==> config.mk <==
export PLATFORM = sky130hd
export DESIGN_NAME = uart_rx
export DESIGN_NICKNAME = d
export VERILOG_FILES = /design/src/rtl/uart_pkg.sv /design/src/rtl/sync_2ff.sv /design/src/rtl/uart_rx.sv
export SDC_FILE = /design/constraint.sdc
export NUM_CORES = 1
export LEC_CHECK = 0
export ABC_AREA = 0
export BUFFER_PORTS_ARGS = -buffer_cell sky130_fd_sc_hd__buf_4
export CAP_MARGIN = 20
export CORE_ASPECT_RATIO = 1.1
export CORE_MARGIN = 4
export CORE_UTILIZATION = 55
export CTS_CLUSTER_DIAMETER = 40
export CTS_CLUSTER_SIZE = 16
export DETAILED_ROUTE_END_ITERATION = 10
export PLACE_DENSITY_LB_ADDON = 0.08
export SLEW_MARGIN = 10
export SYNTH_ARGS = -nofsm -noshare
export SYNTH_HDL_FRONTEND = slang
export SYNTH_HIERARCHICAL = 1
export SYNTH_SLANG_ARGS = --single-unit
==> constraint.sdc <==
create_clock -name clk -period 2.1 [get_ports clk]
set_input_delay 0.21 -clock clk [delete_from_list [all_inputs] [get_ports clk]]
set_output_delay 0.21 -clock clk [all_outputs]
set_load 0.02 [all_outputs]
==> src/rtl/uart_pkg.sv <==
// Shared UART definitions: FSM encoding and 16x oversampling tick positions,
// used by both the receiver and the transmitter.
package uart_pkg;

  localparam int unsigned OVERSAMPLE = 16;
  localparam int unsigned TICK_W     = $clog2(OVERSAMPLE);
  localparam int unsigned TICK_MID   = OVERSAMPLE / 2 - 1;
  localparam int unsigned TICK_END   = OVERSAMPLE - 1;

  typedef enum logic [1:0] {
    ST_IDLE,
    ST_START,
    ST_DATA,
    ST_STOP
  } uart_state_e;

endpackage

==> src/rtl/sync_2ff.sv <==
// Two-flop synchronizer for a single asynchronous bit; reset value selectable.
module sync_2ff #(
  parameter logic RESET_VAL = 1'b1
) (
  input  logic clk,
  input  logic reset,
  input  logic d,
  output logic q
);

  logic meta;

  always_ff @(posedge clk or posedge reset) begin
    if (reset) begin
      meta <= RESET_VAL;
      q    <= RESET_VAL;
    end else begin
      meta <= d;
      q    <= meta;
    end
  end

endmodule

==> src/rtl/uart_rx.sv <==
// UART receiver: 16x oversampled, mid-bit sampling, LSB first, one stop bit.
// Outputs a one-clk RX_DONE per good frame or RX_FRAME_ERR on a low stop bit.
module uart_rx
  import uart_pkg::*;
#(
  parameter int unsigned DATA_BITS  = 8,
  parameter int unsigned OVERSAMPLE = 16
) (
  input  logic                 clk,
  input  logic                 reset,
  input  logic                 RX_TICK,
  input  logic                 RX_IN,
  output logic [DATA_BITS-1:0] RX_DATA,
  output logic                 RX_DONE,
  output logic                 RX_FRAME_ERR
);

  localparam int unsigned BIT_W = (DATA_BITS > 1) ? $clog2(DATA_BITS) : 1;
  localparam logic [TICK_W-1:0] MID_CNT  = TICK_W'(TICK_MID);
  localparam logic [TICK_W-1:0] END_CNT  = TICK_W'(TICK_END);
  localparam logic [BIT_W-1:0]  LAST_BIT = BIT_W'(DATA_BITS - 1);

  if (DATA_BITS < 5 || DATA_BITS > 8) begin : g_bad_data_bits
    $error("uart_rx: DATA_BITS must be in 5..8");
  end
  if (OVERSAMPLE != uart_pkg::OVERSAMPLE) begin : g_bad_oversample
    $error("uart_rx: only 16x oversampling is supported");
  end

  logic                 rxs;
  uart_state_e          state;
  logic                 armed;
  logic [TICK_W-1:0]    tick_cnt;
  logic [BIT_W-1:0]     bit_cnt;
  logic [DATA_BITS-1:0] shift_reg;

  sync_2ff #(
    .RESET_VAL(1'b1)
  ) u_sync (
    .clk  (clk),
    .reset(reset),
    .d    (RX_IN),
    .q    (rxs)
  );

  // Receive FSM; everything except the output pulses holds between ticks.
  always_ff @(posedge clk or posedge reset) begin
    if (reset) begin
      state        <= ST_IDLE;
      armed        <= 1'b0;
      tick_cnt     <= '0;
      bit_cnt      <= '0;
      shift_reg    <= '0;
      RX_DATA      <= '0;
      RX_DONE      <= 1'b0;
      RX_FRAME_ERR <= 1'b0;
    end else begin
      RX_DONE      <= 1'b0;
      RX_FRAME_ERR <= 1'b0;
      if (RX_TICK) begin
        case (state)
          ST_IDLE: begin
            // A start edge only counts once the line has been seen idle high.
            if (rxs) begin
              armed <= 1'b1;
            end else if (armed) begin
              state    <= ST_START;
              tick_cnt <= '0;
            end
          end
          ST_START: begin
            if (tick_cnt == MID_CNT) begin
              tick_cnt <= '0;
              if (rxs) begin
                state <= ST_IDLE;
              end else begin
                state   <= ST_DATA;
                bit_cnt <= '0;
              end
            end else begin
              tick_cnt <= tick_cnt + 1'b1;
            end
          end
          ST_DATA: begin
            if (tick_cnt == END_CNT) begin
              tick_cnt  <= '0;
              shift_reg <= {rxs, shift_reg[DATA_BITS-1:1]};
              if (bit_cnt == LAST_BIT) begin
                state <= ST_STOP;
              end else begin
                bit_cnt <= bit_cnt + 1'b1;
              end
            end else begin
              tick_cnt <= tick_cnt + 1'b1;
            end
          end
          ST_STOP: begin
            if (tick_cnt == END_CNT) begin
              tick_cnt <= '0;
              state    <= ST_IDLE;
              if (rxs) begin
                RX_DATA <= shift_reg;
                RX_DONE <= 1'b1;
              end else begin
                RX_FRAME_ERR <= 1'b1;
                armed        <= 1'b0;
              end
            end else begin
              tick_cnt <= tick_cnt + 1'b1;
            end
          end
          default: state <= ST_IDLE;
        endcase
      end
    end
  end

endmodule

==> results.md <==
- The flow ran to the end, and the final reports show no timing, DRC or antenna violations.
- The number of antenna violations at the first check in global routing is 0.
- The final estimated routing congestion in global placement is 0.8154.
- The share of synthesized area in the top cell type comes to 0.4917.
- The clock passes through at most 2 buffers.
- The path depth of the worst reg2reg path is 4.
- The final-report hold violation count is 0.
- The share of the Yosys chip area taken by registers is 0.5285.
- The cell taking the most area after synthesis is dfrtp_1.
- The end point of the most critical hold path is tick_cnt[1].
- The flip-flop and latch count after synthesis is 30.
- The die is 61.39 um tall.
- The share of cells above drive strength 1 is 0.3185.
- The endpoint required time on the critical path is 2320 ps.
- After layout, the design draws a total of 1574 uW.
- The top cell types in the final layout, fill and taps aside, are dfrtp_1, buf_4, mux2_4.
- Clock tree synthesis inserted a total of 5 buffers.
- Clock skew on the completed layout was measured at 5.269 ps.
- The CTS tree is built.
- Yosys mapped a number of flops with a built-in enable equal to 0.
- The die footprint is 0.003470 mm^2.
- The critical hold path startpoint is RX_TICK.
- The pin count of the biggest net entering global routing is 29.
- Setup repair after global routing left no endpoint under its margin.
- The number of buffers added for setup after CTS is 0.
- The count of buffers added on input and output ports is 13.
- The average size of a mapped cell is 12.39 um^2.
- The HPWL after detailed placement is 1676 um.
- The count of maximum capacitance violations is 0.
- The placement row count is 19.
- Fill cells in the final layout number 199.
- The maximum fanout along the worst path is 9.
- The headroom to the max-slew limit is 0.6195.
- The antenna violation net count after detailed routing is 0.
- The cell area after placement is 0.001546 mm^2.
- The maximum vdd drop is 0.0007024 V.
- The number of vias per cell is 5.681.
- The hold slack is 211.4 ps.
- The pre-antenna-repair detailed-routing pass consisted of 4 iterations.
- STA classifies the critical path endpoint as a flip-flop.
- The post-synthesis instance area is 0.001425 mm^2.
- The width of the die is 56.54 um.
- The synthesized netlist contains 36 unique library cells.
- For this run, the top clock speed supported by timing is 525.4 MHz.
- The most used flip-flop cell after synthesis is dfrtp_1.
- The DRC violations left is 0.
- The part of the cycle the worst path needs is 0.9063.
- Prior to clock tree synthesis, the placed netlist has a worst setup slack of 215.1 ps.
- Adding up every negative setup slack in the final design gives 0 ps.
- The critical path arrival is 2120 ps.
- After layout, the minimum clock period comes to 1903 ps.
- 14 I/O pins were placed.
- The library cell used most frequently in the layout, excluding fill and tap cells, is dfrtp_1.
- After detailed routing, the average wire length per cell comes to 14.57 um.
- The Yosys step of the flow raised 6 warnings.
- The via count of the first global-routing pass is 885.
- The area of the core is 0.002496 mm^2.
- The classification of the worst-slack hold path is primary input to flip-flop.
- The detailed-route wire length is 2419 um.
- The analysis attributes to cell leakage a power of 0.0008098 uW.
- The insertion delay of the later-clocked pin in the worst-skew pair is 330 ps.
- For this block, the via count after detailed routing is 943.
- The number of nets in the final layout is 141.
- The starting utilization of the core area is 0.5709.
- STA classifies the critical path startpoint as a flip-flop.
- The repair_antennas step left the layout with diodes totalling 0.
- The internal reg-to-reg setup slack is 200 ps.
- For the pin with the worst max-slew slack, the measured transition is 566.0 ps.
- After clock tree synthesis, the clock-pin slew on the worst setup and hold paths is 90 ps.
- The area growth from synthesis to layout is 14.14%.
- Of all flip-flops after synthesis, the portion carrying an async set or reset was 1.000.
- The setup path with the least slack is of type flip-flop to flip-flop.
- The overall track demand over capacity in global routing is 0.1585.
- The first-pass GRT wire length is 4015 um.
- The number of nets in the synthesized netlist is 122.
- After routing the design area is 0.001627 mm^2.
- The number of max-slew violations in the final report is 0.
- The clock drives 30 sinks.
- The cell depth of the worst min-delay path is 3.
- In this run the critical register-to-register path is launched from tick_cnt[0].
- The clock tree synthesis step divided the H-tree into 2 levels.
- Dividing total power by cell area gives a power density of 967.5 mW/mm^2.
- In this run, post-CTS repair resized a total of 0 instances.
- The total global routing overflow is 0.
- For this block, the initial DRC count from the detailed router was 25.
- In this run the critical register-to-register path is captured at RX_DATA[2].
- After layout, the worst setup slack is 196.8 ps.
- The post-synthesis instance total is 115.
- In this run the clock root is driven by a clkbuf_4.
- The total setup violations reported at the end of the flow is 0.
- Ranked by total cell area, the synthesized netlist is headed by dfrtp_1, mux2_4, mux2_2.
synth_stat cells (4+ instances only):
cell type,count
o21ai_0,4
nand2_1,4
mux2_4,8
nand3_1,5
inv_1,6
dfrtp_1,28
nor2b_1,4
mux2_2,7
clkbuf_1,4
cell families after synthesis:
| family | count (synthesis) | share of synthesized area |
|---|---|---|
| xor+xnor | 1 | 0.006147 |
| flops | 30 | 0.5285 |
| fa+ha+maj | 3 | 0.02634 |
| compound gates | 22 | 0.1062 |
| buf+inv | 13 | 0.04741 |
| mux | 17 | 0.1545 |
| simple gates | 29 | 0.1308 |
power by group:
part	leakage, uW	switching (uW)	internal [uW]	total [uW]
sequential	0.000383	112	663	775
combinational	0.000391	236	206	443
clock	0.0000353	194	162	356
total	0.000810	542	1030	1570
timing repair:
| action | 4_1_cts | 5_1_grt |
|---|---|---|
| hold buffers | 2 | 0 |
| hold endpoints to repair | 31 | 0 |
| endpoints found under the setup margin | 0 | 0 |
stage by stage:
stage                     utilization  cells
after floorplan                     -    115
after global placement         0.6195    156
after detailed placement       0.6195    156
after CTS                      0.6516    166
after global routing           0.6516    166
final                          0.6516    166
how the worst max path moves through the flow:
stage          cells after the start        start  slack [ps]         end
6_report                           4  tick_cnt[0]         200  RX_DATA[2]
5_1_grt                            4  tick_cnt[0]         120  RX_DATA[2]
4_1_cts                            4  tick_cnt[0]         190  RX_DATA[2]
3_5_place_dp                       4  tick_cnt[0]         220  RX_DATA[2]
3_3_place_gp                       4  tick_cnt[0]         280  RX_DATA[1]
2_1_floorplan                      6  tick_cnt[0]         390  RX_DATA[0]
critical path: stages, from the launching register on:
cell and delay, ps:
dfrtp_1 420, ha_1 230, nand4_4 150, or3_1 610
mux2_4 380
per-layer routing:
layer / track usage / wire length [um] / part of all wire
met4: 0.08475 / 61 / 0.025
met1: 0.1780 / 1080 / 0.45
met5: 0 / 0 / 0
met2: 0.2640 / 1152 / 0.48
met3: 0.06289 / 125 / 0.052
area by class of cell:
| type | count | area, um^2 | share of cell area |
|---|---|---|---|
| clock inverter | 1 | 5.005 | 0.003077 |
| sequential | 30 | 753.2 | 0.4631 |
| timing repair buffer | 19 | 147.6 | 0.09077 |
| clock buffer | 7 | 55.05 | 0.03385 |
| tap | 31 | 38.79 | 0.02385 |
| inverter | 6 | 22.52 | 0.01385 |
| multi-input combinational | 72 | 604.3 | 0.3715 |
Power figures use the tool's default switching activity.
